===== src/rtl/vco_adc_capture.sv =====
// vco_adc_capture: captures VCO-ADC samples into a FIFO under control of a
// small IDLE/CAPTURE/DONE state machine, and returns them through a one-word
// read port.
// Optional feature: define VCO_ADC_CAPTURE_IRQ_EN to add threshold_in and a
// registered irq_out.
module vco_adc_capture #(
  parameter int DATA_WIDTH = 32,
  parameter int ADDR_WIDTH = 4
) (
  input  logic                  clk,
  input  logic                  rstn,
  input  logic                  start_in,
  input  logic                  stop_in,
  input  logic                  clear_in,
  input  logic [9:0]            capture_len_in,
  input  logic [DATA_WIDTH-1:0] data_in,
  input  logic                  data_valid_in,
  input  logic                  rd_req_in,
  output logic [DATA_WIDTH-1:0] rd_data_out,
  output logic                  rd_valid_out,
  output logic [ADDR_WIDTH:0]   count_out,
  output logic                  empty_out,
  output logic                  full_out,
  output logic                  overflow_out,
  output logic                  busy_out,
  output logic                  done_out
`ifdef VCO_ADC_CAPTURE_IRQ_EN
  ,
  input  logic [ADDR_WIDTH:0]   threshold_in,
  output logic                  irq_out
`endif
);

  localparam int DEPTH = 1 << ADDR_WIDTH;
  localparam logic [ADDR_WIDTH:0] FULL_CNT = {1'b1, {ADDR_WIDTH{1'b0}}};

  typedef enum logic [1:0] {
    IDLE    = 2'd0,
    CAPTURE = 2'd1,
    DONE    = 2'd2
  } state_e;

  state_e                  state_q, state_d;
  logic [ADDR_WIDTH-1:0]   wr_ptr_q, wr_ptr_d;
  logic [ADDR_WIDTH-1:0]   rd_ptr_q, rd_ptr_d;
  logic [ADDR_WIDTH:0]     count_q, count_d;
  logic [9:0]              sample_cnt_q, sample_cnt_d;
  logic                    overflow_q, overflow_d;
  logic [DATA_WIDTH-1:0]   rd_data_q, rd_data_d;
  logic                    rd_valid_q, rd_valid_d;
  logic [DATA_WIDTH-1:0]   mem_q [DEPTH];
  logic                    wr_en_s, rd_en_s, full_s;

  assign full_s = (count_q == FULL_CNT);

  // Next-state, FIFO pointer/occupancy and read-port logic; clear_in wins over everything.
  always_comb begin
    state_d      = state_q;
    wr_ptr_d     = wr_ptr_q;
    rd_ptr_d     = rd_ptr_q;
    count_d      = count_q;
    sample_cnt_d = sample_cnt_q;
    overflow_d   = overflow_q;
    rd_data_d    = rd_data_q;
    rd_valid_d   = 1'b0;
    wr_en_s      = 1'b0;
    rd_en_s      = 1'b0;
    if (clear_in) begin
      state_d      = IDLE;
      wr_ptr_d     = {ADDR_WIDTH{1'b0}};
      rd_ptr_d     = {ADDR_WIDTH{1'b0}};
      count_d      = {(ADDR_WIDTH+1){1'b0}};
      sample_cnt_d = 10'd0;
      overflow_d   = 1'b0;
    end else begin
      // A read of an empty FIFO is ignored, so a simultaneous write to an empty FIFO is write-only.
      rd_en_s = rd_req_in && (count_q != {(ADDR_WIDTH+1){1'b0}});
      case (state_q)
        IDLE, DONE: begin
          if (start_in) begin
            state_d      = CAPTURE;
            sample_cnt_d = 10'd0;
            overflow_d   = 1'b0;
          end else begin
            state_d = state_q;
          end
        end
        CAPTURE: begin
          if (data_valid_in) begin
            // Every strobe counts toward the capture length, even a dropped one.
            sample_cnt_d = sample_cnt_q + 10'd1;
            if (full_s && !rd_en_s) begin
              overflow_d = 1'b1;
            end else begin
              wr_en_s = 1'b1;
            end
          end else begin
            sample_cnt_d = sample_cnt_q;
          end
          if (stop_in) begin
            state_d = DONE;
          end else if ((capture_len_in != 10'd0) && (sample_cnt_d == capture_len_in)) begin
            state_d = DONE;
          end else begin
            state_d = CAPTURE;
          end
        end
        default: state_d = IDLE;
      endcase

      case ({wr_en_s, rd_en_s})
        2'b10:   count_d = count_q + {{ADDR_WIDTH{1'b0}}, 1'b1};
        2'b01:   count_d = count_q - {{ADDR_WIDTH{1'b0}}, 1'b1};
        default: count_d = count_q;
      endcase

      if (wr_en_s) begin
        wr_ptr_d = wr_ptr_q + {{(ADDR_WIDTH-1){1'b0}}, 1'b1};
      end else begin
        wr_ptr_d = wr_ptr_q;
      end

      if (rd_en_s) begin
        rd_ptr_d   = rd_ptr_q + {{(ADDR_WIDTH-1){1'b0}}, 1'b1};
        rd_data_d  = mem_q[rd_ptr_q];
        rd_valid_d = 1'b1;
      end else begin
        rd_ptr_d   = rd_ptr_q;
        rd_data_d  = rd_data_q;
        rd_valid_d = 1'b0;
      end
    end
  end

  // Control and status registers with asynchronous active-low reset.
  always_ff @(posedge clk or negedge rstn) begin
    if (!rstn) begin
      state_q      <= IDLE;
      wr_ptr_q     <= {ADDR_WIDTH{1'b0}};
      rd_ptr_q     <= {ADDR_WIDTH{1'b0}};
      count_q      <= {(ADDR_WIDTH+1){1'b0}};
      sample_cnt_q <= 10'd0;
      overflow_q   <= 1'b0;
      rd_data_q    <= {DATA_WIDTH{1'b0}};
      rd_valid_q   <= 1'b0;
    end else begin
      state_q      <= state_d;
      wr_ptr_q     <= wr_ptr_d;
      rd_ptr_q     <= rd_ptr_d;
      count_q      <= count_d;
      sample_cnt_q <= sample_cnt_d;
      overflow_q   <= overflow_d;
      rd_data_q    <= rd_data_d;
      rd_valid_q   <= rd_valid_d;
    end
  end

  // FIFO storage; contents are unobservable after reset because count is zeroed.
  always_ff @(posedge clk) begin
    if (wr_en_s) begin
      mem_q[wr_ptr_q] <= data_in;
    end
  end

  assign rd_data_out  = rd_data_q;
  assign rd_valid_out = rd_valid_q;
  assign count_out    = count_q;
  assign empty_out    = (count_q == {(ADDR_WIDTH+1){1'b0}});
  assign full_out     = full_s;
  assign overflow_out = overflow_q;
  assign busy_out     = (state_q == CAPTURE);
  assign done_out     = (state_q == DONE);

`ifdef VCO_ADC_CAPTURE_IRQ_EN
  logic irq_q, irq_d;

  // Interrupt condition, evaluated from registered status so irq_out lags it by one cycle.
  always_comb begin
    irq_d = 1'b0;
    if ((threshold_in != {(ADDR_WIDTH+1){1'b0}}) && (count_q >= threshold_in)) begin
      irq_d = 1'b1;
    end else if (overflow_q || (state_q == DONE)) begin
      irq_d = 1'b1;
    end else begin
      irq_d = 1'b0;
    end
  end

  // Interrupt output register.
  always_ff @(posedge clk or negedge rstn) begin
    if (!rstn) begin
      irq_q <= 1'b0;
    end else begin
      irq_q <= irq_d;
    end
  end

  assign irq_out = irq_q;
`endif

endmodule


===== config.mk =====
export PLATFORM = sky130hd
export DESIGN_NAME = vco_adc_capture
export DESIGN_NICKNAME = d
export VERILOG_FILES = /design/src/rtl/vco_adc_capture.sv
export SDC_FILE = /design/constraint.sdc
export NUM_CORES = 1
export LEC_CHECK = 0
export BUFFER_PORTS_ARGS = -buffer_cell sky130_fd_sc_hd__buf_2
export CAP_MARGIN = 30
export CORE_MARGIN = 4
export CORE_UTILIZATION = 40
export CTS_CLUSTER_DIAMETER = 120
export DETAILED_ROUTE_END_ITERATION = 8
export PLACE_DENSITY = 0.62
export SLEW_MARGIN = 20
export SYNTH_ARGS = -nofsm -noshare
export SYNTH_HDL_FRONTEND = slang
export SYNTH_SLANG_ARGS = --single-unit

===== constraint.sdc =====
create_clock -name clk -period 12.1 [get_ports clk]
set_input_delay 2.42 -clock clk [delete_from_list [all_inputs] [get_ports clk]]
set_output_delay 2.42 -clock clk [all_outputs]
set_load 0.03 [all_outputs]

**Word level (Yosys, flattened, before mapping)**

Memories as Yosys holds them, arrays and structs flattened. A register that Yosys moved wholly into a read port is not among the register bits.
Cells that the tools add are included.

- Eq/ne operators: 9
- Bitwise logic cells: 1
- $add $sub $neg: 5
- Divide/modulo/power cells: 0
- Order comparisons: 0
- Multiplexer cells: 31
- Multipliers: 0
- Shift operators: 0
- Reductions and logical operators: 17

Operators with widths:

| operator | count |
|---|---|
| $mux W10 | 5 |
| $pmux W10 S2 | 1 |
| $mux W4 | 4 |
| $mux W1 | 13 |
| $add A10 B1 Y10 const B | 1 |
| $eq A10 B10 Y1 | 1 |
| $pmux W5 S2 | 1 |
| $reduce_bool A10 Y1 | 1 |
| $add A4 B1 Y4 const B | 2 |
| $mux W2 | 4 |
| $ne A3 B3 Y1 const B | 2 |
| $reduce_bool A3 Y1 | 2 |
| $add A5 B1 Y5 const B | 1 |
| $eq A5 B5 Y1 const B | 1 |
| $logic_not A5 Y1 | 1 |
| $mux W5 | 1 |
| $reduce_bool A5 Y1 | 1 |
| $sub A5 B1 Y5 const B | 1 |
| $eq A2 B1 Y1 const B | 2 |
| $eq A2 B2 Y1 const B | 2 |
| $pmux W2 S2 | 1 |
| $reduce_and A2 Y1 | 2 |
| $reduce_and A4 Y1 | 1 |
| $reduce_bool A2 Y1 | 2 |
| other kinds (7) | 10 |

- Memories kept: 1
- Output and inout port bits: 43
- Bits of input ports: 49
- Register bits: 27
- RAM bits: 512
- Bits in read-only memories: 0
- Bits in latches: 0
- Logic and storage cells: 71

Memory list:

| name | words | bits a word | rd ports | clocked after memory_dff | write ports | line | text |
|---|---|---|---|---|---|---|---|
| mem_q | 16 | 32 | 1 | 1 | 1 | 51 | `logic [DATA_WIDTH-1:0] mem_q [DEPTH];` |

**Longest topological paths before layout**

Gate-level depths: netlist (run 1).

- Depth after elaboration: 11
- Gate-level depth with buffers: 11
- Mapped depth without buffers: 10

**Least setup slack after synthesis (run 1)**

No wires, ideal clock.

- Path kind: input -> register
- Start point: input clear_in
- End point: memory mem_q[3][0], enable pin
- Stages on the path: 8
- Path buffers: 2
- Library setup time: 461 ps
- Slack: 5,975 ps
- Required time: 11,639 ps
- Arrival time: 5,664 ps
- Path through: clkbuf_1 > inv_1 > and2_1 > clkbuf_1 > nand2_1 > nor2_1 > nand2_1 > nor3_1

- Cells in the longest elaborated chain, start to end: 3

Ends and longest elaborated chain:

| what | line | text |
|---|---|---|
| start: declaration | 14 | `input logic clear_in,` |
| $mux W1 | 68 | `if (clear_in) begin` |
| $mux W1 | 160 | `if (wr_en_s) begin` |
| $mux W1 (not written as such) | 161 | `mem_q[wr_ptr_q] <= data_in;` |
| end: declaration | 51 |  |

Every way passes these cells.

**Worst setup path in the final report (run 1)**

- Start point: register count_q[1] (netlist: count_out[1])
- End point: output empty_out

- Cells in the longest elaborated chain, start to end: 1

Ends and longest elaborated chain:

| what | line | text |
|---|---|---|
| start: declaration | 46 | `logic [ADDR_WIDTH:0] count_q, count_d;` |
| start signal: assignment | 141 | `count_q <= {(ADDR_WIDTH+1){1'b0}};` |
| start signal: assignment | 150 | `count_q <= count_d;` |
| $logic_not A5 Y1 | 168 | `assign empty_out = (count_q == {(ADDR_WIDTH+1){1'b0}});` |
| end: declaration | 22 | `output logic empty_out,` |

Every way passes these cells.

==> flow_results.org, run 1 <==
** Power and ir drop
- Across the VDD grid, the largest voltage drop is 112 uV.
- Of the total power, registers draw 0.465.
- Of the total power, the share spent switching nets is 0.266.
- Overall Power :: 4.91 mW
- Internal :: 3.61 mW
- The share of total power dissipated in combinational logic is 0.181.
- The analysis attributes to cell leakage a power of 8.32 nW.
- Total net switching power :: 1.31 mW
- Clock power frac :: 0.354
- Power spread over the standard cell area amounts to 190 mW/mm^2.

** Timing
- Normalized max-slew margin :: 0.348
- Setup total negative slack on the finished layout was measured at 0 ns.
- Fin crit period :: 4.51 ns
- Max-slew violation total from the final report :: 0
- Least-Margin Pin Slew :: 0.979 ns
- Dividing the final minimum period by the clock period gives 0.373.
- Max Clock Skew :: 0.0209 ns
- Setup violations remaining at the end of the flow were counted as 0.
- FMAX :: 222 MHz
- Setup repair after global routing left no endpoint under its margin.
- Fin worst setup slack :: 7.59 ns
- Hold Fails Final Rpt :: 0

** Detailed routing
- TritonRoute pass-1 iters :: 6
- Across all layers, the routed design uses 11200 vias.
- Initial drt markers :: 801
- After detailed routing, the number of vias per cell comes to 5.35.
- Drt total wl :: 46100 um
- In this run the remaining antenna-violating nets after routing total 0.
- Average wire per cell in the routed design :: 22.1 um
- For this run, design rule violations remaining after detail routing come to 0.

** Placement
- The HPWL after detailed placement is 27100 um.
- Timing analysis after detailed placement gives a worst setup slack of 7.00 ns.
- I/O Buffers :: 91
- Routability-driven placement finished with a final weighted congestion of 0.752.
- In this run, placement finished with an instance count of 1977.
- DP Area :: 0.0239 mm^2

** Die
- The floorplan step defined a die boundary enclosing 0.0595 mm^2.
- Row generation in the floorplan step produced 86 rows.
- Standard cell core area :: 0.0551 mm^2
- DIE WIDTH :: 244 um
- The die is 244 um tall.
- During I/O placement, the number of pins put on the boundary was 92.
- The initial utilization of the core area, before any placement, comes to 0.404.

** Synth
- Number of storage elements in the synthesis netlist :: 571
- After synthesis, the largest family of logic cells by area is multiplexers.
- Synth async-reset ratio :: 0.103
- The cell area that synthesis handed to floorplanning was 0.0223 mm^2.
- Of the post-synthesis cell area, the dominant cell type holds 0.690.
- Simple-gate portion of the synthesized area :: 0.0320
- Number of enable-type register cells in the synthesized netlist :: 512
- The complex-gate fraction of the synthesized area was 0.0534.
- The average instance in the mapped netlist occupies 18.8 um^2.
- Of the total synthesized cell area, the portion taken by XOR and XNOR cells is 0.00983.
- The portion of synthesized area spent on multiplexers is 0.127.
- Number of unique standard cell types used by synthesis :: 49
- Warning count from the yosys run :: 0
- Biggest area contributors in the synthesized netlist :: sky130_fd_sc_hd__edfxtp_1 69%, sky130_fd_sc_hd__mux4_2 9.7%, sky130_fd_sc_hd__dfrtp_1 6.6%, sky130_fd_sc_hd__mux2i_1 3.0%, sky130_fd_sc_hd__o221ai_1 2.5%
- Counting every net in the synthesized netlist gives 1241.
- Syn Inst Count :: 1182
- Commonest register cell after synthesis :: sky130_fd_sc_hd__edfxtp_1
- Of the total synthesized cell area, the portion taken by full adders, half adders and majority gates is 0.00596.
- The biggest area contributor in the post-synthesis netlist is sky130_fd_sc_hd__edfxtp_1.
- Of the synthesized area, sequential elements account for 0.757.

** Critical path
- In this run the worst path has a maximum fanout of 6.
- Cells along the critical path :: or4_1 > nor2_1 > buf_2
- The worst setup path is launched from a register.
- Critical Path AT :: 2.09 ns
- The slowest stage of the critical path belongs to the cell sky130_fd_sc_hd__or4_1.
- Data on the critical path is required at its endpoint by 9.68 ns.
- Crit Path Category :: register to output pin
- STA classifies the critical path endpoint as an output pin.
- The largest single stage delay on the critical path is 0.67 ns.

** Clocking
- Number of setup buffers added after CTS :: 0
- The tree built by TritonCTS fans out to 571 sinks.
- # hold bufs at CTS :: 0
- Clock tree from TritonCTS :: done
- The root buffer cell chosen for the clock tree is sky130_fd_sc_hd__clkbuf_16.
- Clock latency at the later pin of the worst-skew pair :: 0.61 ns
- Clock transition at path regs :: 0.06 ns
- In this run, post-CTS repair resized a total of 0 instances.
- Max Root-Sink Buffers :: 3
- Buffers inserted during clock tree synthesis total 58.
- Total number of H-tree levels :: 2

** Global route
- Overall Global Routing Usage :: 0.156
- Number of antenna violations at the first check in global routing :: 0
- Via count of the first global-routing pass :: 11700
- Overflow left after global routing :: 0
- Largest net degree at the start of global routing :: 66
- The first global-routing pass estimated 71900 um of wire.

** Min path
- In this run the worst hold path is classified as register to register.

** Final layout
- Leaving out filler cells and counting taps, the final layout contains 2087.
- Post-layout instance area :: 0.0258 mm^2
- Of the cells placed in the final design, the portion with a size suffix greater than 1 is 0.241.
- Most common library cell in the layout ignoring fill and taps :: sky130_fd_sc_hd__edfxtp_1
- Total number of nets in the final design :: 1350
- From synthesis to final layout, the design area changed by 15.9%.
- Most frequent cells in the layout :: 512 x sky130_fd_sc_hd__edfxtp_1, 96 x sky130_fd_sc_hd__mux4_2, 91 x sky130_fd_sc_hd__buf_2

** Run status
- Outcome :: completed

** Flow run
- Across the run, the number of max-cap violations was 0.
## synth_stat cells (all sizes together), types with 2 or more instances
cell type,n
xor2,11
nand4,6
nor2,37
edfxtp,512
a211oi,3
a21o,3
inv,10
nor3,10
o221ai,64
or3,2
nand2b,4
nand2,88
or4,2
o21ai,78
and4,3
ha,9
nor2b,6
mux2i,67
clkbuf,36
and2,4
mux4,96
a31oi,2
a21oi,5
buf,32
dfrtp,59
a32o,2
xnor2,14
## worst paths after layout
path,startpoint,to,slack [ns],cells past startpoint
min in group asynchronous,rstn,count_out[1],1.79,1
hold / removal,rd_data_out[29],rd_data_out[29],0.48,2
hold reg to reg,rd_data_out[29],rd_data_out[29],0.48,2
setup / recovery,count_out[1],empty_out,7.59,3
max in group asynchronous,rstn,rd_data_out[29],9.75,2
setup reg to reg,rd_ptr_q[0],rd_data_out[8],8.51,8
## layout make-up
| class | instances | area, um^2 |
|---|---|---|
| sequential | 571 | 16900 |
| clock inverter | 34 | 320 |
| fill | 4673 | 29300 |
| inverter | 10 | 37.5 |
| antenna | 1 | 2.50 |
| clock buffer | 73 | 1540 |
| tap | 748 | 936 |
| timing repair buffer | 117 | 908 |
| multi-input combinational | 533 | 5200 |
## kinds of logic after synthesis
group / count (synthesis)
adders and majority gates: 10
muxes: 163
DFF: 571
AOI/OAI and AO/OA: 171
buffers and inverters: 78
and+or+nand+nor: 164
xor gates and xnor gates: 25
## registers in the layout (all words and copies together), names as in the netlist
| name | flops |
|---|---|
| sample_cnt_q | 10 |
| count_out | 5 |
| mem_q | 512 |
| rd_valid_out | 1 |
| overflow_out | 1 |
| wr_ptr_q | 4 |
| rd_data_out | 32 |
| state_q | 2 |
| rd_ptr_q | 4 |
## power groups by stage
stage / clock network [mW] / logic, mW / registers, mW
final: 1.74 / 0.887 / 2.28
after global routing: 1.88 / 0.966 / 2.30
after CTS: 1.79 / 0.909 / 2.29
after detailed placement: 0 / 0.907 / 2.33
after global placement: 0 / 0.887 / 2.33
after floorplan: 0 / 0.598 / 2.40
## stage by stage
step,hold WS [ns],util
2_1_floorplan,0.473,-
3_3_place_gp,0.467,0.428
3_5_place_dp,0.470,0.434
4_1_cts,0.488,0.468
5_1_grt,0.501,0.468
6_report,0.484,0.468
## worst max-delay path, delay by kind of cell, from the launching register on
kind | cells | cell delay, ns
buf+inv | 1 | 0.22
simple gates | 2 | 0.85
flops | 1 | 0.42
## layer usage
metal  vias to the layer above  GRT usage  wire [um]
li1                       5015          -          -
met1                      5839      0.220      20700
met2                       256      0.258      22600
met3                        49     0.0292       2160
met4                         0     0.0302        663
met5                         -          0          0
Note: power is estimated with default switching activity, not from simulation.
==> run 2: changes to the inputs <==
- clock period: 12.1 -> 4.67 ns (I/O delays scaled with it)
==> flow_results.org, run 2 (synthesis results as in run 1) <==
** Timing
- Max-slew violation total from the final report :: 0
- Setup violations remaining at the end of the flow were counted as 0.
- Headroom to the max-slew limit came out at 0.328.
- Fin crit period :: 3.29 ns
- The hold violation count in the final report was 0.
- Setup repair after global routing left no endpoint under its margin.
- Final cycle utilization of the critical path :: 0.705
- For the pin with the worst max-slew slack, the measured transition is 1.01 ns.
- Derived from the worst setup path, the maximum achievable clock frequency is 304 MHz.
- Max Clock Skew :: 0.0112 ns
- Worst hold slack across all endpoints :: 0.224 ns
- Setup total negative slack on the finished layout was measured at 0 ns.

** Die
- The initial utilization of the core area, before any placement, comes to 0.404.
- Measured along the y axis, the die boundary spans 244 um.
- The floorplan step defined a die boundary enclosing 0.0595 mm^2.
- Num ports :: 92
- The initialized floorplan defines 86 standard-cell rows.
- Standard cell core area :: 0.0551 mm^2
- DIE WIDTH :: 244 um

** Critical path
- Crit. End Element :: register
- Among all stages on the critical path, the largest delay is contributed by sky130_fd_sc_hd__nor2_4.
- STA classifies the critical path startpoint as a register.
- The signal on the critical path passes through nor2b_1 > and2_1 > nand2_1 > nor2_1 > nand2_1 > nor2_4 > buf_4.
- The kind of cell with the highest combined delay along the critical path is simple AND/OR/NAND/NOR gates.
- STA puts the critical path data arrival time at 3.59 ns.
- Number of buffer and inverter instances along the worst setup path :: 1
- Crit path largest cell delay :: 0.72 ns
- STA puts the critical path data required time at 4.97 ns.
- Of all nets on the critical path, the largest fanout is 18.
- The critical path is of the register to register type.
- Crit-path most repeated cell :: sky130_fd_sc_hd__nand2_1

** Clocking
- Clock tree from TritonCTS :: done
- Clock transition at path regs :: 0.06 ns
- TritonCTS buffer count :: 58
- The number of setup buffers added after CTS is 0.
- Post-CTS sizing :: 0
- Total number of H-tree levels :: 2
- The clock drives 571 sinks.
- Buffers inserted to repair hold after CTS numbered 0.
- Max Root-Sink Buffers :: 3
- Clock tree synthesis selected as its root buffer the cell sky130_fd_sc_hd__clkbuf_16.
- Clock latency at the later pin of the worst-skew pair :: 0.60 ns

** Power and ir drop
- The share of total power dissipated in the clock network is 0.366.
- Internal :: 9.64 mW
- The share of total power dissipated in sequential elements is 0.451.
- Across the VDD grid, the largest voltage drop is 297 uV.
- Power spread over the standard cell area amounts to 504 mW/mm^2.
- Total net switching power :: 3.43 mW
- Switching Share :: 0.262
- Part of the power in combinational logic :: 0.183
- In this run the static leakage power is 8.43 nW.

** Global route
- Global-route wire length before repair :: 73400 um
- Via count of the first global-routing pass :: 11600
- Overall Global Routing Usage :: 0.161
- The initial antenna violation count was 0.
- Largest net degree at the start of global routing :: 60
- Global routing finished with a remaining overflow of 0.

** Final layout
- ANT cells :: 0
- Post-layout instance area :: 0.0259 mm^2
- Leaving out filler cells and counting taps, the final layout contains 2100.
- Counting flops per register, the top entry is mem_q.
- Total number of nets in the final design :: 1361
- Layout overhead on the synthesized area :: 16.5%
- Leaving out fill and tap cells, the most frequent cell in the layout is sky130_fd_sc_hd__edfxtp_1.
- In the final layout, the share of cells above drive strength 1 is 0.254.
- Max FFs per register :: 512
- Most frequent cells in the layout :: 512 x sky130_fd_sc_hd__edfxtp_1, 96 x sky130_fd_sc_hd__mux4_2, 91 x sky130_fd_sc_hd__buf_2

** Run status
- Outcome :: completed

** Placement
- Routability-driven placement finished with a final weighted congestion of 0.778.
- Counting tap cells, the placed design contains a total of 1987 instances.
- The count of buffers added on input and output ports is 91.
- The HPWL after detailed placement is 27500 um.
- In this run the cell area measured after placement is 0.0239 mm^2.

** Detailed routing
- Initial drt markers :: 771
- Drt total wl :: 47600 um
- The pre-antenna-repair detailed-routing pass consisted of 5 iterations.
- Average wire per cell in the routed design :: 22.7 um
- After detailed routing, the number of remaining DRC violations is 0.
- Number of vias in the routed layout :: 11200
- Dividing the detail-routed via count by the number of cells gives 5.35.
- The count of nets left with antenna violations once routing finished came out at 0.

** Min path
- The path class of the tightest hold or removal check is primary input to asynchronous set/reset pin.

** Flow run
- Max-cap violations in this run came to 0.
[run 2: path summary, 6_finish.rpt]
kind                                 start              end  slack (ns)  cells past startpoint
setup / recovery                state_q[0]     mem_q[10][4]        1.38                      7
hold / removal                        rstn     count_out[0]        0.22                      1
setup reg to reg                state_q[0]     mem_q[10][4]        1.38                      7
hold reg to reg            rd_data_out[16]  rd_data_out[16]        0.48                      2
max in group asynchronous             rstn  rd_data_out[10]        3.89                      2
min in group clk           rd_data_out[16]  rd_data_out[16]        0.48                      2
[run 2: worst reg2reg max path, delay by kind of cell (launching register included)]
family        cells  cell delay (ns)
buf+inv           1             0.32
flops             1             0.38
simple gates      6             2.30
[run 2: cell type report]
cell class                 instances  area, um^2
inverter                          10        37.5
clock buffer                      79        1650
fill                            4631       29200
clock inverter                    31         357
sequential                       571       16900
multi-input combinational        533        5200
tap                              748         936
timing repair buffer             128         886
[run 2: power groups by stage]
stage | combinational, mW | clock, mW | sequential, mW
CTS | 2.35 | 4.90 | 5.97
global placement | 2.33 | 0 | 6.07
global route | 2.60 | 5.14 | 5.91
detailed placement | 2.35 | 0 | 6.08
finish | 2.40 | 4.78 | 5.89
floorplan | 1.55 | 0 | 6.22
[run 2: metrics by stage]
stage	total power, mW	utilization	setup WS [ns]
detailed placement	8.43	0.433	1.01
finish	13.1	0.471	1.38
global route	13.7	0.471	1.07
floorplan	7.77	-	0.0310
global placement	8.40	0.433	1.05
CTS	13.2	0.470	1.34
[run 2: layer usage]
| layer | track usage | up-vias | part of all wire |
|---|---|---|---|
| met5 | 0 | - | 0 |
| met4 | 0.0376 | 0 | 0.016 |
| met3 | 0.0264 | 54 | 0.056 |
| met2 | 0.264 | 304 | 0.49 |
| met1 | 0.229 | 5841 | 0.44 |
| li1 | - | 5042 | - |
